===== config.mk =====
export PLATFORM = sky130hd
export DESIGN_NAME = instruktions_holer
export DESIGN_NICKNAME = d
export VERILOG_FILES = /design/src/rtl/instruktions_holer_pkg.sv /design/src/rtl/instruktions_holer.sv
export SDC_FILE = /design/constraint.sdc
export NUM_CORES = 1
export LEC_CHECK = 0
export CAP_MARGIN = 10
export CORE_MARGIN = 2
export CORE_UTILIZATION = 44
export CTS_BUF_LIST = sky130_fd_sc_hd__clkbuf_16
export DETAILED_ROUTE_END_ITERATION = 12
export PLACE_DENSITY = 0.86
export SLEW_MARGIN = 20
export SYNTH_ARGS = -nofsm -noshare
export SYNTH_HDL_FRONTEND = slang
export SYNTH_SLANG_ARGS = --single-unit

===== constraint.sdc =====
create_clock -name Clock -period 3.9 [get_ports Clock]
set_input_delay 0.585 -clock Clock [delete_from_list [all_inputs] [get_ports Clock]]
set_output_delay 0.585 -clock Clock [all_outputs]
set_load 0.01 [all_outputs]

===== src/rtl/instruktions_holer_pkg.sv =====
// Shared constants for the instruction fetch unit: FSM state codes, default
// start address and the NOP word shown on Instruktion before the first delivery.
package instruktions_holer_pkg;

    typedef enum logic [1:0] {
        LEERLAUF  = 2'd0,
        LESEN     = 2'd1,
        VERWERFEN = 2'd2,
        NEUSTART  = 2'd3
    } holer_zustand_e;

    localparam int unsigned STANDARD_ADRESS_BREITE = 32;
    localparam logic [31:0] STANDARD_START_ADRESSE = 32'h0000_0000;
    localparam logic [31:0] NOP_WORT               = 32'h0000_0000;

endpackage


===== src/rtl/instruktions_holer.sv =====
// Instruction fetch unit: owns the PC, reads the word at PC over a request/ready
// handshake and hands it to the decoder with a one-cycle DekodierSignal pulse.
module instruktions_holer
    import instruktions_holer_pkg::*;
#(
    parameter int unsigned                 ADRESS_BREITE = STANDARD_ADRESS_BREITE,
    parameter logic [ADRESS_BREITE-1:0]    START_ADRESSE = ADRESS_BREITE'(STANDARD_START_ADRESSE),
    parameter logic [ADRESS_BREITE-1:0]    PC_SCHRITT    = ADRESS_BREITE'(1)
) (
    input  logic                     Clock,
    input  logic                     Reset,
    input  logic                     HoleSignal,
    input  logic                     SprungAktiv,
    input  logic [ADRESS_BREITE-1:0] SprungZiel,
    output logic [ADRESS_BREITE-1:0] SpeicherAdresse,
    output logic                     SpeicherLesen,
    input  logic                     SpeicherBereit,
    input  logic [31:0]              SpeicherDaten,
    output logic [31:0]              Instruktion,
    output logic                     DekodierSignal,
    output logic [ADRESS_BREITE-1:0] BefehlsZaehler,
    output logic                     Beschaeftigt
);

    holer_zustand_e             zustand_q;
    logic [ADRESS_BREITE-1:0]   pc_q;
    logic [ADRESS_BREITE-1:0]   adresse_q;
    logic                       lesen_q;
    logic [31:0]                instruktion_q;
    logic                       dekodier_q;
    logic [ADRESS_BREITE-1:0]   befehlsZaehler_q;

    logic [ADRESS_BREITE-1:0]   holAdresse_d;
    logic [ADRESS_BREITE-1:0]   folgePc_d;

    // A redirect presented in the same cycle as a fetch start wins over the PC.
    assign holAdresse_d = SprungAktiv ? SprungZiel : pc_q;
    assign folgePc_d    = adresse_q + PC_SCHRITT;

    always_ff @(posedge Clock or posedge Reset) begin
        if (Reset) begin
            zustand_q        <= LEERLAUF;
            pc_q             <= START_ADRESSE;
            adresse_q        <= '0;
            lesen_q          <= 1'b0;
            instruktion_q    <= NOP_WORT;
            dekodier_q       <= 1'b0;
            befehlsZaehler_q <= '0;
        end else begin
            dekodier_q <= 1'b0;
            case (zustand_q)
                LEERLAUF: begin
                    if (SprungAktiv) begin
                        pc_q <= SprungZiel;
                    end
                    if (HoleSignal) begin
                        adresse_q <= holAdresse_d;
                        lesen_q   <= 1'b1;
                        zustand_q <= LESEN;
                    end
                end
                LESEN: begin
                    if (SprungAktiv) begin
                        pc_q <= SprungZiel;
                        if (SpeicherBereit) begin
                            lesen_q   <= 1'b0;
                            zustand_q <= NEUSTART;
                        end else begin
                            zustand_q <= VERWERFEN;
                        end
                    end else if (SpeicherBereit) begin
                        instruktion_q    <= SpeicherDaten;
                        befehlsZaehler_q <= adresse_q;
                        pc_q             <= folgePc_d;
                        dekodier_q       <= 1'b1;
                        lesen_q          <= 1'b0;
                        zustand_q        <= LEERLAUF;
                    end
                end
                // The bus request cannot be withdrawn, so wait for the stale word and drop it.
                VERWERFEN: begin
                    if (SprungAktiv) begin
                        pc_q <= SprungZiel;
                    end
                    if (SpeicherBereit) begin
                        lesen_q   <= 1'b0;
                        zustand_q <= NEUSTART;
                    end
                end
                NEUSTART: begin
                    pc_q      <= holAdresse_d;
                    adresse_q <= holAdresse_d;
                    lesen_q   <= 1'b1;
                    zustand_q <= LESEN;
                end
                default: begin
                    lesen_q   <= 1'b0;
                    zustand_q <= LEERLAUF;
                end
            endcase
        end
    end

    assign SpeicherAdresse = adresse_q;
    assign SpeicherLesen   = lesen_q;
    assign Instruktion     = instruktion_q;
    assign DekodierSignal  = dekodier_q;
    assign BefehlsZaehler  = befehlsZaehler_q;
    assign Beschaeftigt    = (zustand_q != LEERLAUF);

endmodule


Word level (Yosys, flattened, before mapping). Cells that the tools add are included.

Add/subtract/negate cells: 1. Equality and inequality tests: 7. Multiplexer cells: 18. Bitwise operators: 1. Reduce and logical (&&, ||, !) cells: 9.

Operators by type and width (number): two-way mux 32 bit (4); one-hot mux 32 bit (2 select lines) (2); adder 32 x 1 -> 32 bit (second input constant) (1); two-way mux 2 bit (4); one-hot mux 2 bit (4 select lines) (1); two-way mux 1 bit (6); AND reduction 3 bit (2); == test 2 bit (second input constant) (2); != test 2 bit (second input constant) (2); AND reduction 2 bit (2); nonzero test 2 bit (2); != test 3 bit (second input constant) (1); one-hot mux 1 bit (3 select lines) (1); OR reduction 3 bit (1); == test 2 x 1 -> 1 bit (second input constant) (1); logical NOT 2 bit (1); != test 2 x 1 -> 1 bit (second input constant) (1); OR reduction 2 bit (1); inverter 1 bit (1).

Flip-flop bits (word level): 132. Input bits: 69. Output and inout port bits: 99. Word-level logic and storage cells: 43.

Longest topological paths before layout. Gate-level depths: netlist (run 1).

Depth after elaboration: 4. Depth in mapped cells: 9. Mapped depth without buffers: 7.

Worst setup path after synthesis (run 1). OpenSTA, ideal clock, no wires.

Path type: flip-flop to flip-flop. Start: register zustand_q[1]. End: register pc_q[10]. Setup time: 134 ps. Data arrival time: 2016 ps. Slack: 1750 ps. Stages on the path, launching flop included: 10. Clock period less this slack: 2150 ps. Path through: dfrtp_1 > inv_1 > ha_1 > nor2b_1 > inv_1 > o21ai_1 > or2_2 > clkbuf_1 > clkbuf_1 > o21ai_0.

Longest elaborated chain between the ends: 3. Elaborated cells on any way between the ends: 7.

RTL lines: start, declared (line instruktions_holer.sv:25) `holer_zustand_e zustand_q;`; start signal, assigned (line instruktions_holer.sv:42) `zustand_q <= LEERLAUF;`; start signal, assigned (line instruktions_holer.sv:59) `zustand_q <= LESEN;`; start signal, assigned (line instruktions_holer.sv:67) `zustand_q <= NEUSTART;`; == test 2 bit / logical NOT 2 bit (equally long branches) (line instruktions_holer.sv:51) `case (zustand_q)`; OR reduction 3 bit (no source line); one-hot mux 32 bit (2 select lines) (line instruktions_holer.sv:51); end signal, assigned (line instruktions_holer.sv:54) `pc_q <= SprungZiel;`; end signal, assigned (line instruktions_holer.sv:64) `pc_q <= SprungZiel;`; end signal, assigned (line instruktions_holer.sv:74) `pc_q <= folgePc_d;`; end, declared (line instruktions_holer.sv:26) `logic [ADRESS_BREITE-1:0] pc_q;`.

Parallel ways exist; a longest one is shown, timed or not. A chain may end at the register's enable or synchronous reset.

Worst setup path in the final report (run 1).
Start: register zustand_q[1]. End: register pc_q[15].

Same word-level chain as after synthesis.

==> summary.txt, run 1 <==
Synth
  • Cell taking the most area after synthesis: dfrtp_1
  • Synth Warn #: 0
  • Async set or reset register ratio after synthesis: 100%
  • Post-synthesis cell count: between 500 and 600
  • Yosys cell types: 38
  • Synth top area cells: dfrtp_1, mux2_2, mux2i_1, o21ai_0, nand2_1
  • Most frequent cell after synthesis: dfrtp_1
  • Top-area cell type share of the netlist area: a little over half
  • Syn Area/Cell: roughly 11 um^2
  • Number of synthesized register bits: about 130
  • Post-synth EDFFs: 0
  • Post-synth top cells: dfrtp_1, nand2_1, mux2_2
  • Synth Net Count: 617
  • Cell Area, Synth: just over 0.006 mm^2
  • Post-synthesis sequential area ratio: between 50 and 60%
  • Primary FF master, synth: dfrtp_1

Critical path
  • Worst EP arrival: approximately 2.8 ns
  • Kind of end point of the critical path: flip-flop
  • Crit path max fanout: 16
  • WP data required: approximately 4.2 ns
  • Kind of critical path: reg2reg
  • Critical Path Source Type: flip-flop

Clocking
  • Hold-fix buffers, CTS: 0
  • Post CTS Setup Buffer Count: 0
  • Clock Path Buffers: 2
  • Post-cts resize count: 0
  • CTS tree: yes
  • Num Clock Sinks: about 130
  • H-tree Lvls: 4
  • Clk slew on worst S/H paths: approximately 0.05 ns
  • Total CTS buffers: 17
  • Root Driver: clkbuf_16
  • Insertion delay to the later sink of the worst-skew pair: just over 0.4 ns

Floorplanning
  • Die Y: between 100 and 150 um
  • Die X: 122 um
  • Initial Utilization: 44.5%
  • Die area: 0.0148 mm^2
  • Io pins: roughly 170
  • CORE AREA: 0.0137 mm^2
  • Number of core rows: 43

STA
  • Slew at the pin closest to its max-slew limit: 0.890 ns
  • Relative slew slack: a little under 40%
  • Setup TNS: 0 ns
  • Slew Limit Fails: 0
  • Clk_skew: around 0.0055 ns
  • Period Utilization, post-route: between 60% and 70%
  • RSZ-0062 raised after global routing: false
  • Final Setup Violations: 0
  • Endpoints failing hold: 0
  • Fmax: 393 MHz
  • Final period demand of the worst path: 2.55 ns

Global route
  • Antenna violations before repair: 0
  • First-pass GRT wire length: around 25000 um
  • Largest net degree at the start of global routing: 99
  • Remaining global-route overflow: 0
  • Number of global-route vias before repair: ~5000
  • Total GRT Usage: between 20% and 30%

Route
  • Antenna violation net count after detailed routing: 0
  • WL final: 15700 um
  • Routed length per placed instance: ~18 um
  • Drt pass-1 iters: 4
  • DRC viols: 0
  • Vias: 4781
  • DR vias/cell: about 5.4
  • DR iter-0 viols: ~320

Status
  • Outcome: complete, no violations

Cells and area
  • ANT cells: 0
  • Syn-to-layout area delta: 39.7%
  • Final nets: 776
  • Layout cell share with drive strength beyond 1: between 15 and 20%

Power
  • Combinational share of power: roughly two fifths
  • Internal power: ~0.0045 W
  • Peak supply drop: approximately 0.35 mV
  • Sw Pwr: about 0.0023 W
  • Sw Share: 33.7%
  • Clock power frac: a little under a quarter
  • Leakage: between 3 and 4 nW
  • Power after layout: 0.00682 W
  • Power Dens Cells: ~800 mW/mm^2
  • Reg power frac: between 30% and 40%

Flow run
  • Total of max-cap violations: 0

Hold path
  • Worst Hold Class: reg2reg

Placed design
  • Placer Congestion: roughly 0.89
  • HPWL after DPL: about 11000 um
  • IO buf count: 167
## through the flow
stage	utilization [%]	area, um^2	hold WS, ns	worst slack [ns]	instances
detailed placement	57.9	7940	0.485	1.25	862
CTS	62.2	8530	0.498	1.40	893
global placement	57.9	7940	0.471	1.40	862
floorplan	-	6110	0.472	1.68	542
global route	62.2	8540	0.510	1.19	893
finish	62.2	8540	0.486	1.35	893
## critical path, stage by stage (launching register included)
cell and delay, ns:
dfrtp_1 0.40, inv_1 0.14, ha_1 0.22, nor2b_1 0.34, inv_1 0.09, o21ai_1 0.59
or2_2 0.44, o21ai_0 0.17
## cells in the final DEF, fill, tap and decap left out, drive strengths merged, types with 21 or more instances in the layout
cell and instances:
o21ai 60, dfrtp 132, nor2 24, mux2i 37
clkdlybuf4s50 166, nand2 60, inv 23, mux2 57
nor3 21, xnor2 25
## sequential cells by signal, summed over array words and instances (netlist names)
signal and cells:
pc_q 32, SpeicherLesen 1, SpeicherAdresse 32, BefehlsZaehler 32, DekodierSignal 1, Instruktion 32, zustand_q 2
## layer usage
layer / GRT usage [%] / share of wire [%] / vias up
met2: 36.1 / 49 / 182
met5: 0 / 0 / -
met3: 7.96 / 8.1 / 27
li1: - / - / 2209
met4: 8.69 / 1.9 / 0
met1: 26.4 / 41 / 2363
## area by class of cell
| cell class | count | area (um^2) |
|---|---|---|
| clock buffer | 17 | 425 |
| clock inverter | 14 | 170 |
| tap | 180 | 225 |
| fill | 1034 | 5180 |
| timing repair buffer | 171 | 1710 |
| inverter | 22 | 86.3 |
| sequential | 132 | 3300 |
| multi-input combinational | 357 | 2610 |
## cell families after synthesis
family | count (synthesis) | share of synthesized area (%)
compound gates | 94 | 9.50
xor+xnor | 29 | 4.16
fa+ha+maj | 6 | 1.23
buf+inv | 53 | 3.54
flops | 132 | 54.1
mux | 94 | 16.6
simple gates | 134 | 11.0
## final timing paths
kind / cells after the start / start / slack (ns) / endpoint
max in group asynchronous: 3 / Reset / 2.28 / BefehlsZaehler[26]$_DFFE_PP0P_
hold / removal: 2 / BefehlsZaehler[19]$_DFFE_PP0P_ / 0.49 / BefehlsZaehler[19]$_DFFE_PP0P_
setup / recovery: 7 / zustand_q[1]$_DFFE_PP0P_ / 1.35 / pc_q[15]$_DFFE_PP0P_
hold reg to reg: 2 / BefehlsZaehler[19]$_DFFE_PP0P_ / 0.49 / BefehlsZaehler[19]$_DFFE_PP0P_
setup reg to reg: 7 / zustand_q[1]$_DFFE_PP0P_ / 1.35 / pc_q[15]$_DFFE_PP0P_
min in group asynchronous: 2 / Reset / 0.67 / Instruktion[28]$_DFFE_PP0P_
## power groups by stage
| stage | logic, W | registers [W] | clock network [W] |
|---|---|---|---|
| after detailed placement | 0.00267 | 0.00255 | 0 |
| after global placement | 0.00258 | 0.00250 | 0 |
| final | 0.00265 | 0.00255 | 0.00162 |
| after floorplan | 0.00112 | 0.00263 | 0 |
| after global routing | 0.00290 | 0.00263 | 0.00172 |
| after CTS | 0.00268 | 0.00255 | 0.00165 |
Note: power is estimated with default switching activity, not from simulation.
==> inputs of run 2 (changes only) <==
--- a/config.mk
+++ b/config.mk
@@ -7,10 +7,10 @@
 export LEC_CHECK = 0
 export CAP_MARGIN = 10
 export CORE_MARGIN = 2
-export CORE_UTILIZATION = 44
+export CORE_UTILIZATION = 48
 export CTS_BUF_LIST = sky130_fd_sc_hd__clkbuf_16
 export DETAILED_ROUTE_END_ITERATION = 12
-export PLACE_DENSITY = 0.86
+export PLACE_DENSITY = 0.89
 export SLEW_MARGIN = 20
 export SYNTH_ARGS = -nofsm -noshare
 export SYNTH_HDL_FRONTEND = slang
==> constraint.sdc (replaced) <==
create_clock -name Clock -period 2.4 [get_ports Clock]
set_input_delay 0.36 -clock Clock [delete_from_list [all_inputs] [get_ports Clock]]
set_output_delay 0.36 -clock Clock [all_outputs]
set_load 0.01 [all_outputs]
==> run 2 against run 1 <==
Non-clock buffer count increased by 19. Largest power group unchanged. Highest routed layer unchanged. Utilization increased by 6.2 points. Setup slack got worse by 1.1 ns. Power increased by 58%. Sequential power increased by 56%.
==> summary.txt, run 2 (same netlist as run 1, synthesis figures left out) <==
Status
  • Outcome: complete, no violations

Floorplanning
  • Number of core rows: 41 (-4.7%)
  • Die Y: 117 um (-4.1%)
  • Initial Utilization: 48.8% (+4.3 points)
  • Die X: 117 um (-4.1%)
  • Die area: 0.0136 mm^2 (-8.1%)
  • CORE AREA: 0.0125 mm^2 (-8.8%)
  • Io pins: 168 (unchanged)

Route
  • Vias: 4843 (+1.3%)
  • DR vias/cell: 5.39 (+0.62%)
  • DR iter-0 viols: 345 (+8.8%)
  • Antenna violation net count after detailed routing: 0 (unchanged)
  • WL final: 15800 um (+1.2%)
  • DRC viols: 0 (unchanged)
  • Drt pass-1 iters: 4 (unchanged)
  • Routed length per placed instance: 17.6 um (+0.54%)

Clocking
  • Clock Path Buffers: 2 (unchanged)
  • Insertion delay to the later sink of the worst-skew pair: 0.42 ns (about the same)
  • Num Clock Sinks: 132 (unchanged)
  • Clk slew on worst S/H paths: 0.05 ns (about the same)
  • H-tree Lvls: 4 (unchanged)
  • Post-cts resize count: 0 (unchanged)
  • Root Driver: clkbuf_16
  • Hold-fix buffers, CTS: 0 (unchanged)
  • CTS tree: yes
  • Total CTS buffers: 17 (unchanged)
  • Post CTS Setup Buffer Count: 0 (unchanged)

STA
  • Slew at the pin closest to its max-slew limit: 0.633 ns (-0.257 ns)
  • Final Setup Violations: 0 (unchanged)
  • Fmax: 459 MHz (+17%)
  • Final period demand of the worst path: 2.18 ns (-0.366 ns)
  • Endpoints failing hold: 0 (unchanged)
  • Relative slew slack: 57.6% (+18 points)
  • Setup TNS: 0 ns (unchanged)
  • Min Hold Slack: 0.264 ns (-0.222 ns)
  • Slew Limit Fails: 0 (unchanged)
  • Period Utilization, post-route: 90.9% (+26 points)
  • Clk_skew: 0.0131 ns (+0.00760 ns)
  • RSZ-0062 raised after global routing: false

Critical path
  • Kind of end point of the critical path: flip-flop
  • Slowest cell delay on critical path: 0.68 ns (+0.09 ns)
  • Crit. Startpoint: SpeicherAdresse[3]$_DFFE_PP0P_
  • Reg-to-Reg End: pc_q[27]$_DFFE_PP0P_
  • Worst EP arrival: 2.47 ns (-0.34 ns)
  • Crit path max-delay cell type: or4_1
  • WP data required: 2.69 ns (-1.48 ns)
  • Kind of critical path: reg2reg
  • Worst R2R Start: SpeicherAdresse[3]$_DFFE_PP0P_
  • Crit path max fanout: 8 (-8)
  • Flop2flop setup slack: 0.22 ns (-1.13 ns)
  • R2R cell count: 5 (-2)
  • Critical path cell sequence: nand3_1 > or4_1 > nor3b_2 > xnor2_1 > a221oi_1
  • Critical Path Source Type: flip-flop

Global route
  • Total GRT Usage: 24.2% (+2.2 points)
  • Number of global-route vias before repair: 4996 (-0.34%)
  • Largest net degree at the start of global routing: 92 (-7.1%)
  • First-pass GRT wire length: 25100 um (-0.20%)
  • Remaining global-route overflow: 0 (unchanged)
  • Antenna violations before repair: 0 (unchanged)

Placed design
  • HPWL after DPL: 11100 um (+2.4%)
  • Cell area after placement: 0.00811 mm^2 (+2.1%)
  • IO buf count: 167 (unchanged)
  • Placer Congestion: 0.824 (-6.9%)

Cells and area
  • Final nets: 795 (+2.4%)
  • Layout cell share with drive strength beyond 1: 15.8% (+0.67 points)
  • Commonest non-fill, non-tap cell in the layout: clkdlybuf4s50_1
  • ANT cells: 0 (unchanged)
  • Finished Cell Area: 0.00857 mm^2 (+0.37%)
  • Syn-to-layout area delta: 40.2%
  • Most frequent cells in the layout: clkdlybuf4s50_1, dfrtp_1, nand2_1

Flow run
  • Total of max-cap violations: 0 (unchanged)

Power
  • Power Dens Cells: 1260 mW/mm^2 (+57%)
  • Peak supply drop: 0.627 mV (+78%)
  • Leakage: 3.70 nW (+1.3%)
  • Power after layout: 0.0108 W (+58%)

Hold path
  • Worst Hold Class: in2async
[run 2: changes by cell type in the layout (fill, tap and decap cells not counted), sizes merged]
| cell | before | now |
|---|---|---|
| inv | 23 | 27 |
| clkinv | 8 | 3 |
| bufinv | 4 | 0 |
| buf | 5 | 24 |
[run 2: per-stage QoR]
stage               util, %  setup WS, ns  std cells
floorplan                 -         0.250        542
global placement       64.8         0.312        873
detailed placement     64.8         0.232        873
CTS                    68.4         0.189        899
global route           68.4        0.0816        899
finish                 68.4         0.219        899
[run 2: worst max-delay path: cells and delay by family (launching register included)]
family / cells / cell delay (ns)
simple gates: 3 / 1.15
flops: 1 / 0.52
xor+xnor: 1 / 0.08
compound gates: 1 / 0.32
[run 2: area by class of cell]
class                      instances  area [um^2]
fill                             978         3950
inverter                          22         86.3
clock buffer                      17          425
clock inverter                     9         33.8
timing repair buffer             190         1890
sequential                       132         3300
tap                              172          215
multi-input combinational        357         2610
[run 2: metal layers]
| metal | GRT usage, % | share of wire, % | up-vias |
|---|---|---|---|
| met2 | 39.5 | 49 | 192 |
| met3 | 8.39 | 8.4 | 20 |
| met1 | 29.3 | 40 | 2373 |
| met5 | 0 | 0 | - |
| li1 | - | - | 2258 |
| met4 | 10.4 | 1.9 | 0 |
[run 2: worst max path at each step]
stage,cells past startpoint,to,slack [ns]
after global placement,5,pc_q[25]$_DFFE_PP0P_,0.31
after CTS,5,pc_q[27]$_DFFE_PP0P_,0.19
after floorplan,9,pc_q[10]$_DFFE_PP0P_,0.25
final,5,pc_q[27]$_DFFE_PP0P_,0.22
after global routing,7,pc_q[27]$_DFFE_PP0P_,0.08
after detailed placement,5,pc_q[27]$_DFFE_PP0P_,0.23
[run 2: power breakdown]
part / switching (W) / internal [W] / total [W]
Combinational: 0.00210 / 0.00259 / 0.00469
Sequential: 0.000768 / 0.00322 / 0.00399
Clock: 0.000852 / 0.00124 / 0.00210
